<file path="config.mk">
export PLATFORM = sky130hd
export DESIGN_NAME = nanorisc_control
export DESIGN_NICKNAME = d
export VERILOG_FILES = /design/src/rtl/nanorisc_pkg.sv /design/src/rtl/nanorisc_opdecode.sv /design/src/rtl/nanorisc_control.sv
export SDC_FILE = /design/constraint.sdc
export NUM_CORES = 1
export LEC_CHECK = 0
export ABC_AREA = 0
export CORE_MARGIN = 8
export CORE_UTILIZATION = 42
export DETAILED_ROUTE_END_ITERATION = 12
export PLACE_DENSITY = 0.78
export SLEW_MARGIN = 25
export SYNTH_ARGS = -nofsm -noshare
export SYNTH_HDL_FRONTEND = slang
export SYNTH_SLANG_ARGS = --single-unit
export TNS_END_PERCENT = 20
</file>
<file path="constraint.sdc">
create_clock -name clk -period 2.05 [get_ports clk]
set_input_delay 0.41 -clock clk [delete_from_list [all_inputs] [get_ports clk]]
set_output_delay 0.41 -clock clk [all_outputs]
set_load 0.02 [all_outputs]
</file>
<file path="src/rtl/nanorisc_pkg.sv">
// NanoRisc shared definitions: opcodes, ALU and PC-source codes,
// control FSM state encoding, opcode class bundle and ALU decoder.
package nanorisc_pkg;

  localparam logic [3:0] OP_ADD   = 4'h0;
  localparam logic [3:0] OP_SUB   = 4'h1;
  localparam logic [3:0] OP_AND   = 4'h2;
  localparam logic [3:0] OP_OR    = 4'h3;
  localparam logic [3:0] OP_LOAD  = 4'h4;
  localparam logic [3:0] OP_STORE = 4'h5;
  localparam logic [3:0] OP_BEQ   = 4'h6;
  localparam logic [3:0] OP_JMP   = 4'h7;
  localparam logic [3:0] OP_HALT  = 4'hF;

  typedef enum logic [1:0] {
    ALU_ADD = 2'b00,
    ALU_SUB = 2'b01,
    ALU_AND = 2'b10,
    ALU_OR  = 2'b11
  } alu_op_e;

  typedef enum logic [1:0] {
    PC_INC = 2'b00,
    PC_BR  = 2'b01,
    PC_JMP = 2'b10
  } pc_src_e;

  // Nine states do not fit in three bits, so the register is four wide.
  typedef enum logic [3:0] {
    S_FETCH  = 4'd0,
    S_DECODE = 4'd1,
    S_EXEC   = 4'd2,
    S_WB     = 4'd3,
    S_ADDR   = 4'd4,
    S_MEM    = 4'd5,
    S_LWB    = 4'd6,
    S_BRANCH = 4'd7,
    S_HALTED = 4'd8
  } state_e;

  typedef struct packed {
    logic is_alu;
    logic is_mem;
    logic is_store;
    logic is_beq;
    logic is_jmp;
    logic is_halt;
    logic is_illegal;
  } op_class_t;

  // ALU-class opcodes 0..3 map straight onto the ALU codes.
  function automatic alu_op_e alu_dec(input logic [1:0] op);
    return alu_op_e'(op);
  endfunction

endpackage

</file>
<file path="src/rtl/nanorisc_opdecode.sv">
// NanoRisc opcode classifier (combinational).
// in: opcode[3:0]; out: one class flag per instruction group.
module nanorisc_opdecode
  import nanorisc_pkg::*;
(
  input  logic [3:0] opcode,
  output logic       is_alu,
  output logic       is_mem,
  output logic       is_store,
  output logic       is_beq,
  output logic       is_jmp,
  output logic       is_halt,
  output logic       is_illegal
);

  op_class_t c;

  always_comb begin
    c = '0;
    case (opcode)
      OP_ADD, OP_SUB,
      OP_AND, OP_OR:  c.is_alu = 1'b1;
      OP_LOAD:        c.is_mem = 1'b1;
      OP_STORE: begin
        c.is_mem   = 1'b1;
        c.is_store = 1'b1;
      end
      OP_BEQ:         c.is_beq  = 1'b1;
      OP_JMP:         c.is_jmp  = 1'b1;
      OP_HALT:        c.is_halt = 1'b1;
      default:        c.is_illegal = 1'b1;
    endcase
  end

  assign is_alu     = c.is_alu;
  assign is_mem     = c.is_mem;
  assign is_store   = c.is_store;
  assign is_beq     = c.is_beq;
  assign is_jmp     = c.is_jmp;
  assign is_halt    = c.is_halt;
  assign is_illegal = c.is_illegal;

endmodule

</file>
<file path="src/rtl/nanorisc_control.sv">
// NanoRisc multicycle control FSM: sequences fetch/decode/exec/mem/wb.
// in: clk, rst_n, run, opcode, zero, mem_ready
// out: memory handshake, datapath enables/selects, halted, error, retired.
module nanorisc_control
  import nanorisc_pkg::*;
#(
  parameter int CNT_W = 16
) (
  input  logic             clk,
  input  logic             rst_n,
  input  logic             run,
  input  logic [3:0]       opcode,
  input  logic             zero,
  input  logic             mem_ready,
  output logic             mem_req,
  output logic             mem_we,
  output logic             mem_addr_sel,
  output logic             ir_write,
  output logic             pc_write,
  output logic [1:0]       pc_src,
  output logic [1:0]       alu_op,
  output logic             alu_src_b,
  output logic             reg_write,
  output logic             wdata_sel,
  output logic             halted,
  output logic             error,
  output logic [CNT_W-1:0] retired
);

  state_e state;
  state_e nxt;

  logic fetch_pend;
  logic retire;
  logic set_err;

  logic is_alu;
  logic is_mem;
  logic is_store;
  logic is_beq;
  logic is_jmp;
  logic is_halt;
  logic is_illegal;

  nanorisc_opdecode u_dec (
    .opcode     (opcode),
    .is_alu     (is_alu),
    .is_mem     (is_mem),
    .is_store   (is_store),
    .is_beq     (is_beq),
    .is_jmp     (is_jmp),
    .is_halt    (is_halt),
    .is_illegal (is_illegal)
  );

  always_comb begin
    nxt          = state;
    retire       = 1'b0;
    set_err      = 1'b0;
    mem_req      = 1'b0;
    mem_we       = 1'b0;
    mem_addr_sel = 1'b0;
    ir_write     = 1'b0;
    pc_write     = 1'b0;
    pc_src       = PC_INC;
    alu_op       = ALU_ADD;
    alu_src_b    = 1'b0;
    reg_write    = 1'b0;
    wdata_sel    = 1'b0;

    unique case (state)
      S_FETCH: begin
        // A raised request is held by fetch_pend even if run drops.
        if (run || fetch_pend) begin
          mem_req = 1'b1;
          if (mem_ready) begin
            ir_write = 1'b1;
            pc_write = 1'b1;
            pc_src   = PC_INC;
            nxt      = S_DECODE;
          end
        end
      end
      S_DECODE: begin
        unique case (1'b1)
          is_alu:  nxt = S_EXEC;
          is_mem:  nxt = S_ADDR;
          is_beq:  nxt = S_BRANCH;
          is_jmp: begin
            pc_write = 1'b1;
            pc_src   = PC_JMP;
            retire   = 1'b1;
            nxt      = S_FETCH;
          end
          is_halt: nxt = S_HALTED;
          default: begin
            set_err = 1'b1;
            nxt     = S_HALTED;
          end
        endcase
      end
      S_EXEC: begin
        alu_op = alu_dec(opcode[1:0]);
        nxt    = S_WB;
      end
      S_WB: begin
        reg_write = 1'b1;
        retire    = 1'b1;
        nxt       = S_FETCH;
      end
      S_ADDR: begin
        alu_op    = ALU_ADD;
        alu_src_b = 1'b1;
        nxt       = S_MEM;
      end
      S_MEM: begin
        mem_req      = 1'b1;
        mem_addr_sel = 1'b1;
        mem_we       = is_store;
        if (mem_ready) begin
          if (is_store) begin
            retire = 1'b1;
            nxt    = S_FETCH;
          end else begin
            nxt    = S_LWB;
          end
        end
      end
      S_LWB: begin
        reg_write = 1'b1;
        wdata_sel = 1'b1;
        retire    = 1'b1;
        nxt       = S_FETCH;
      end
      S_BRANCH: begin
        alu_op = ALU_SUB;
        if (zero) begin
          pc_write = 1'b1;
          pc_src   = PC_BR;
        end
        retire = 1'b1;
        nxt    = S_FETCH;
      end
      S_HALTED: nxt = S_HALTED;
      default:  nxt = S_FETCH;
    endcase

    // Reset kills every strobe at once, including an in-flight mem_req.
    if (!rst_n) begin
      mem_req      = 1'b0;
      mem_we       = 1'b0;
      mem_addr_sel = 1'b0;
      ir_write     = 1'b0;
      pc_write     = 1'b0;
      pc_src       = PC_INC;
      alu_op       = ALU_ADD;
      alu_src_b    = 1'b0;
      reg_write    = 1'b0;
      wdata_sel    = 1'b0;
      retire       = 1'b0;
      set_err      = 1'b0;
    end
  end

  always_ff @(posedge clk or negedge rst_n) begin
    if (!rst_n) begin
      state      <= S_FETCH;
      fetch_pend <= 1'b0;
      halted     <= 1'b0;
      error      <= 1'b0;
      retired    <= '0;
    end else begin
      state      <= nxt;
      fetch_pend <= (state == S_FETCH) && mem_req && !mem_ready;
      halted     <= (nxt == S_HALTED);
      if (set_err)
        error <= 1'b1;
      if (retire)
        retired <= retired + 1'b1;
    end
  end

endmodule
</file>
### Yosys cells after proc, flatten, opt, wreduce, memory -nomap -nowiden

Cells that the tools add are included.

* latch bits: 0
* bits in read-only memories: 0
* flip-flop bits (word level): 23
* memories kept: 0
* RAM bits: 0
* logic and storage cells: 80
* input bits: 9
* output and inout bits: 30

* bitwise operators: 0
* mux-type cells: 46
* shifts and indexed selects: 0
* div/mod/pow operators: 0
* reductions and logical operators: 11
* order comparisons: 0
* $add $sub $neg: 1
* $mul: 0
* equality and inequality tests: 17

Operator list (number)
* $eq A4 B3 Y1 const B: 8
* $mux W1: 32
* $pmux W4 S6: 1
* $add A16 B1 Y16 const B: 1
* $eq A4 B2 Y1 const B: 4
* $pmux W4 S4: 1
* $eq A4 B4 Y1 const B: 3
* $mux W4: 3
* $eq A4 B1 Y1 const B: 2
* $logic_not A4 Y1: 2
* $pmux W2 S2: 2
* $mux W2: 3
* $pmux W1 S3: 2
* $reduce_or A5 Y1: 1
* $reduce_or A2 Y1: 2
* $reduce_or A4 Y1: 1
* $mux W3: 1
* $reduce_or A3 Y1: 1
* $logic_and A1 B1 Y1: 2
* $pmux W1 S2: 1
* $logic_not A1 Y1: 1
* $logic_or A1 B1 Y1: 1

### Logic depth before layout (Yosys ltp)

Gate-level depths: netlist (run 1).

* depth in word-level cells: 7
* gate-level depth with buffers: 7
* depth with buffers taken out: 5

### By module

A second synthesis (run 1) with hierarchy kept.

* cells, all modules: 146
* area total of the unflattened synthesis: 1455.1 µm²

Modules (own cells, without submodules)
* nanorisc_control: cells an instance 135, sequential area each 575.6 µm², area an instance 1382.6 µm², instances 1
* nanorisc_opdecode: cells an instance 11, sequential area each 0.0 µm², area an instance 72.6 µm², instances 1

### Worst setup path after synthesis (run 1)

Ideal clock, no wire load.

* path kind: reg-to-reg
* start point: register state[1]
* end point: register retired[1]
* path buffers: 2
* stages on the path, launching flop included: 7
* data required time: 1925 ps
* slack: 2 ps
* arrival time: 1923 ps
* period minus slack after synthesis: 2048 ps
* library setup time: 125 ps
* path through: dfrtp_1 -> buf_6 -> or3b_1 -> or3_1 -> buf_6 -> a21oi_1 -> mux2_2

* longest elaborated chain between the ends: 4
* elaborated cells on any way between the ends: 8
* classes of those cells: eq/ne (5); mux (2); reduce/logical (1)

Ends and longest elaborated chain
* from (decl): line nanorisc_control.sv:30 `state_e state;`
* from (signal assigned): line nanorisc_control.sv:173 `state <= nxt;`
* $eq A4 B3 Y1 / $eq A4 B2 Y1 (equally long branches): line nanorisc_control.sv:71 `unique case (state)`
* $reduce_or A3 Y1 (no source line)
* $pmux W1 S3 (*): line nanorisc_control.sv:71
* $mux W1 (*): line nanorisc_control.sv:149 `if (!rst_n) begin`
* to (signal assigned): line nanorisc_control.sv:179 `retired <= retired + 1'b1;`
* to (decl): line nanorisc_control.sv:27 `output logic [CNT_W-1:0] retired`

Mark *: on every way between the ends. The rest lies on a longest branch, timed or not.
A chain may end at the register's enable or synchronous reset.

### Worst setup path in the final report (run 1)

* start point: register state[2]
* end point: register retired[5]

The elaborated chain is that of the path after synthesis.

==> results of run 1 <==
[cells in the final DEF, fill, tap and decap left out, types with 3 or more instances in the layout]
cell             netlist  layout
and4_1                 3       3
a21oi_1                9       6
a21oi_2                0       3
buf_6                  3       6
clkbuf_4               0       3
inv_1                  3       3
a211oi_2               5       4
nand3_1               10      10
nand4_1                3       3
nor2_1                 9       7
dfrtp_1               23      23
buf_2                  2       5
clkdlybuf4s50_1        0      26
a2111oi_4              1       3
nand2_1               16      13
o21ai_0                3       3
xor2_1                15      15
buf_4                  0      42
nor3_1                 6       4
[report_power, final]
part	internal [mW]	switching, mW
Sequential	0.533	0.0775
Clock	0.0744	0.148
Combinational	0.579	0.543
Total	1.19	0.768
[worst reg2reg max path, stage by stage, from the launching register on]
cell	delay [ns]
dfrtp_1	0.43
buf_6	0.15
or3b_4	0.38
or3_4	0.48
buf_6	0.17
a211oi_4	0.20
xor2_1	0.19
[cell families (layout without fill, tap and decap cells)]
group	count (synthesis)	in the layout	synth area share [%]
flops	23	23	40.4
simple gates	63	63	23.8
mux	3	3	2.28
xor+xnor	15	15	9.21
buf+inv	11	89	5.09
fa+ha+maj	1	1	0.877
compound gates	29	29	18.4
[final cells by class]
class                      count  area, sq um
fill                         297         1040
sequential                    23          576
tap                           46         57.6
timing repair buffer          82          711
multi-input combinational    111          881
clock inverter                 1         7.51
clock buffer                   3         22.5
inverter                       3         11.3
[sequential cells by signal (all words and copies together) (netlist names)]
signal,flops
halted,1
state,4
retired,16
fetch_pend,1
error,1
[stage by stage]
step | power, mW | util, % | instance area [sq um] | setup TNS (ns)
2_1_floorplan | 1.07 | - | 1430 | 0
3_3_place_gp | 1.56 | 63.2 | 2090 | -9.52
3_5_place_dp | 1.57 | 63.2 | 2090 | -10.07
4_1_cts | 1.80 | 64.1 | 2120 | -0.131
5_1_grt | 2.07 | 68.4 | 2270 | -1.16
6_report | 1.95 | 68.4 | 2270 | -0.0823
[routing by layer]
layer	vias to the layer above	share of wire (%)
met2	48	53
li1	676	-
met1	686	40
met3	8	5.9
met4	0	1.5
met5	-	0
[timing repair]
| action | in CTS | in global routing |
|---|---|---|
| pin swaps | 7 | 18 |
| gates resized for setup | 60 | 21 |
| gates cloned | 0 | 1 |
| setup endpoints to repair | 28 | 28 |
| setup buffers | 0 | 6 |
[path summary, 6_finish.rpt]
kind	from	end
setup / recovery	state[2]$_DFF_PN0_	retired[5]$_DFFE_PN0P_
hold / removal	error$_DFFE_PN0P_	error$_DFFE_PN0P_
setup reg to reg	state[2]$_DFF_PN0_	retired[5]$_DFFE_PN0P_
hold reg to reg	error$_DFFE_PN0P_	error$_DFFE_PN0P_
max in group asynchronous	rst_n	fetch_pend$_DFF_PN0_
min in group asynchronous	rst_n	retired[6]$_DFFE_PN0P_
==> flow_summary_export.csv, run 1 <==
group,metric,value,unit
layout,stdcell_count,269,
critical_path,critPathRequiredTime,2.29,ns
yosys,yosysSeqAreaShare,40.4,%
timing,fmax,481,MHz
power_and_ir_drop,ir_drop,0.000674,V
clocking,htree_levels,1,
yosys,synth_common_cells,"23 x dfrtp_1, 16 x nand2_1, 15 x xor2_1",
place,hpwl,3.15,mm
critical_path,crit_top_cell,"buf_6",
timing,finalCritPeriodShare,101,%
critical_path,critical_path_buf_inv_count,2,
detailed_routing,routedWlPerCell,16.1,um
yosys,syn_area_per_cell,9.84,sq um
detailed_routing,drcViolationCount,0,
global_route,grtUsageMet2,29.1,%
critical_path,reg2reg_depth,6,
outcome,violations,"setup timing",
detailed_routing,drtAntennaViolNets,0,
detailed_routing,routed_wl,4.33,mm
power_and_ir_drop,power.leakage,1.03,nW
place,io_buffer_count,38,
yosys,ys_types,42,
clocking,cts_sinks,23,
critical_path,start_kind,"flop",
critical_path,crit_family,"simple AND/OR/NAND/NOR gates",
global_route,grt_max_degree,31,
place,pre_cts_slack,-0.433,ns
power_and_ir_drop,power.density,863,mW/mm^2
critical_path,critPathMaxStageDelay,0.48,ns
timing,hold_violations,0,
global_route,grt_pass1_vias,1485,
place,dp_cells,258,
yosys,ys_seq_elements,23,
clocking,clockRootBuffer,"clkbuf_4",
yosys,synth_most_common_cell,"dfrtp_1",
yosys,synth_top_flop_cell,"dfrtp_1",
timing,final-max-slew-violation-count,0,
clocking,cts_tree,"done",
yosys,yosys_warnings,0,
yosys,synthArstFlopShare,100,%
clocking,path_clk_slew,0.14,ns
yosys,synth_area_leader_cell,"dfrtp_1",
critical_path,timing.reg2reg.setup_slack,-0.03,ns
floorplanning,die_area,0.00552,sq mm
detailed_routing,drt_iter0_markers,63,
global_route,antenna_found_initial,0,
global_route,grt_pass1_wl,6.73,mm
clocking,postCtsHoldBufs,0,
timing,grt_setup_unrepaired,"yes",
floorplanning,num_rows,21,
yosys,ys_top_cells_by_area,"dfrtp_1 40%, xor2_1 9.2%, a211oi_2 4.4%, nand2_1 4.2%, nand3_1 3.5%",
worst_hold_path,min_delay_path_depth,1,
timing,setup_viol,5,
floorplanning,core,0.00331,sq mm
critical_path,worst-path-stages,6,
clocking,clk_latency,0.32,ns
timing,period_minus_slack,2.08,ns
yosys,synthCells,145,
critical_path,endpoint_kind,"flop",
floorplanning,start_util,43.1,%
layout,drive_above_1_share,40.4,%
timing,setup_slack,-0.0269,ns
timing,timing.hold.ws,0.496,ns
detailed_routing,avgViaCountPerCell,5.27,
yosys,syn_area,0.00143,sq mm
place,gp_congestion,0.875,
global_route,grt_util_met3,3.64,%
yosys,synth_top_cell_area_share,40.4,%
clocking,clockBufferDepth,2,
yosys,syn_nets,155,
detailed_routing,num_vias,1418,
timing,clock-skew-final,0.0110,ns
global_route,use_met1,16.7,%
global_route,busiest_layer,"met2",
floorplanning,ios,39,
clocking,cts_made_buffers,3,
yosys,synth_edf_count,0,
outcome,status,"finished, violations left",
critical_path,worstPathCellList,"buf_6 -> or3b_4 -> or3_4 -> buf_6 -> a211oi_4 -> xor2_1",
layout,diodes,0,
layout,syn2layout_area_growth,58.9,%
worst_hold_path,hold_class,"reg2reg",
critical_path,path_max_fanout,7,
global_route,grtUsageTotal,15.4,%
floorplanning,die_x,74.3,um
global_route,overflow,0,
timing,worst_pin_slew,0.566,ns
critical_path,worstSetupPathType,"reg2reg",
critical_path,critPathSlowestCell,"or3_4",
floorplanning,fp.dieH,74.3,um
timing,slew_headroom,61.3,%
critical_path,worstPathArrival,2.31,ns
job,drv.max_cap_violation_count,0,
layout,nets,234,
detailed_routing,first_pass_iters,4,
(Power assumes the default switching activity.)
==> inputs of run 2 (changes only) <==
Settings changed: CELL_PAD_IN_SITES_DETAIL_PLACEMENT from default to 1, CELL_PAD_IN_SITES_GLOBAL_PLACEMENT from default to 1, CORE_UTILIZATION 42 to 32.
==> flow_summary_export.csv, run 2 (same netlist as run 1, synthesis figures left out) <==
group,metric,value,unit
critical_path,endpoint_kind,"flop",
timing,hold_violations,0,
detailed_routing,first_pass_iters,4,
layout,largest_reg_flops,16,
floorplanning,num_rows,24,
clocking,clockRootBuffer,"clkbuf_8",
detailed_routing,drcViolationCount,0,
critical_path,critPathSlowestCell,"dfrtp_1",
detailed_routing,routed_wl,5.36,mm
layout,syn2layout_area_growth,59.2,%
clocking,htree_levels,1,
floorplanning,core,0.00432,sq mm
layout,drive_above_1_share,41.8,%
clocking,cts_sinks,23,
layout,regMostFlops,"retired",
job,drv.max_cap_violation_count,0,
layout,final_cell_area,0.00227,sq mm
power_and_ir_drop,power,2.04,mW
global_route,antenna_found_initial,0,
detailed_routing,drt_iter0_markers,41,
outcome,violations,"setup timing",
critical_path,r2r-end,"retired[8]$_DFFE_PN0P_",
floorplanning,die_x,82.8,um
critical_path,critPathMaxStageDelay,0.42,ns
critical_path,worstPathArrival,2.33,ns
detailed_routing,routedWlPerCell,19.4,um
clocking,path_clk_slew,0.08,ns
critical_path,start_kind,"flop",
place,gp_congestion,0.871,
global_route,grtUsageTotal,15.5,%
critical_path,worstPathCellList,"buf_6 -> or3b_4 -> or3_4 -> buf_6 -> a2111oi_2 -> xor2_1",
layout,final_cell_mix,"42 x buf_4, 24 x clkdlybuf4s50_1, 23 x dfrtp_1",
clocking,clockBufferDepth,2,
critical_path,crit_top_cell,"buf_6",
timing,worst_pin_slew,0.578,ns
timing,slew_headroom,61.0,%
timing,timing.hold.ws,0.121,ns
critical_path,timing.reg2reg.setup_slack,-0.09,ns
place,post_dp_cell_area,0.00209,sq mm
critical_path,path_max_fanout,5,
critical_path,reg2reg_depth,6,
timing,finalCritPeriodShare,105,%
place,pre_cts_slack,-0.497,ns
place,io_buffer_count,38,
timing,clock-skew-final,0.00133,ns
floorplanning,start_util,33.0,%
power_and_ir_drop,power.density,897,mW/mm^2
global_route,overflow,0,
layout,nets,236,
layout,final_common_cell,"buf_4",
clocking,cts_made_buffers,3,
place,hpwl,3.93,mm
timing,period_minus_slack,2.14,ns
critical_path,reg2reg_from,"state[2]$_DFF_PN0_",
layout,final_util,52.5,%
timing,final-max-slew-violation-count,0,
worst_hold_path,hold_class,"in2async",
clocking,clk_latency,0.26,ns
layout,top_regs,"retired (16), state (4)",
global_route,grt_pass1_vias,1594,
global_route,grt_max_degree,28,
outcome,status,"finished, violations left",
critical_path,critPathRequiredTime,2.24,ns
floorplanning,die_area,0.00685,sq mm
timing,grt_setup_unrepaired,"yes",
detailed_routing,drtAntennaViolNets,0,
timing,fmax,467,MHz
clocking,cts_tree,"done",
layout,diodes,0,
global_route,grt_pass1_wl,8.18,mm
detailed_routing,num_vias,1483,
critical_path,worstSetupPathType,"reg2reg",
power_and_ir_drop,ir_drop,0.000357,V
detailed_routing,avgViaCountPerCell,5.35,
power_and_ir_drop,power.leakage,1.03,nW
floorplanning,fp.dieH,82.8,um
timing,setup_viol,11,
timing,setup_slack,-0.0927,ns
floorplanning,ios,39,
## run 2: cell types whose count changed in the layout (fill, tap and decap cells not counted), moves of 2 or more
cell | previous run | this run
a21oi_1 | 6 | 4
clkbuf_2 | 0 | 2
a211oi_4 | 2 | 0
clkbuf_8 | 0 | 3
a21oi_2 | 3 | 5
clkdlybuf4s50_1 | 26 | 24
clkbuf_4 | 3 | 0
a211oi_2 | 4 | 6
## run 2: routing by layer
layer / up-vias / GRT usage, % / routed length (um)
met4: 0 / 4.31 / 157
met2: 47 / 28.0 / 2890
met5: - / 0 / 0
met1: 737 / 16.9 / 1990
met3: 14 / 4.65 / 331
li1: 685 / - / -
## run 2: worst max path at each step
stage,endpoint,depth (start not counted),from,slack [ns]
final,retired[8]$_DFFE_PN0P_,6,state[2]$_DFF_PN0_,-0.09
after global placement,pc_write,6,opcode[3],-0.42
after floorplan,retired[1]$_DFFE_PN0P_,6,state[1]$_DFF_PN0_,0.002
after detailed placement,alu_op[1],4,rst_n,-0.50
after CTS,retired[15]$_DFFE_PN0P_,6,state[2]$_DFF_PN0_,-0.15
after global routing,pc_write,6,state[0]$_DFF_PN0_,-0.15
## run 2: timing repair
action,4_1_cts,5_1_grt
gates resized for setup,47,35
gates cloned,0,2
pin swaps,10,11
hold buffers,0,0
buffers inserted,0,7
setup endpoints to repair,27,26
## run 2: through the flow
step | setup TNS (ns) | std cells
global placement | -8.21 | 264
detailed placement | -10.46 | 264
floorplan | 0 | 145
global route | -1.86 | 277
finish | -0.570 | 277
CTS | -1.14 | 268
## run 2: critical path: cells and delay by family, from the launching register on
kind,cells,cell delay (ns)
XOR/XNOR,1,0.18
AO/OA/AOI/OAI,1,0.38
AND/OR/NAND/NOR,2,0.78
buffers and inverters,2,0.30
flip-flops,1,0.42
## run 2: layout make-up
cell class | instances | area (sq um)
clock buffer | 4 | 45.0
fill | 505 | 2050
inverter | 3 | 11.3
multi-input combinational | 111 | 867
sequential | 23 | 576
tap | 52 | 65.1
timing repair buffer | 84 | 707
## run 2: where the power goes
part | total [mW] | internal, mW | switching [mW]
Clock | 0.284 | 0.139 | 0.146
Combinational | 1.14 | 0.554 | 0.584
Sequential | 0.614 | 0.533 | 0.0806
Total | 2.04 | 1.23 | 0.811
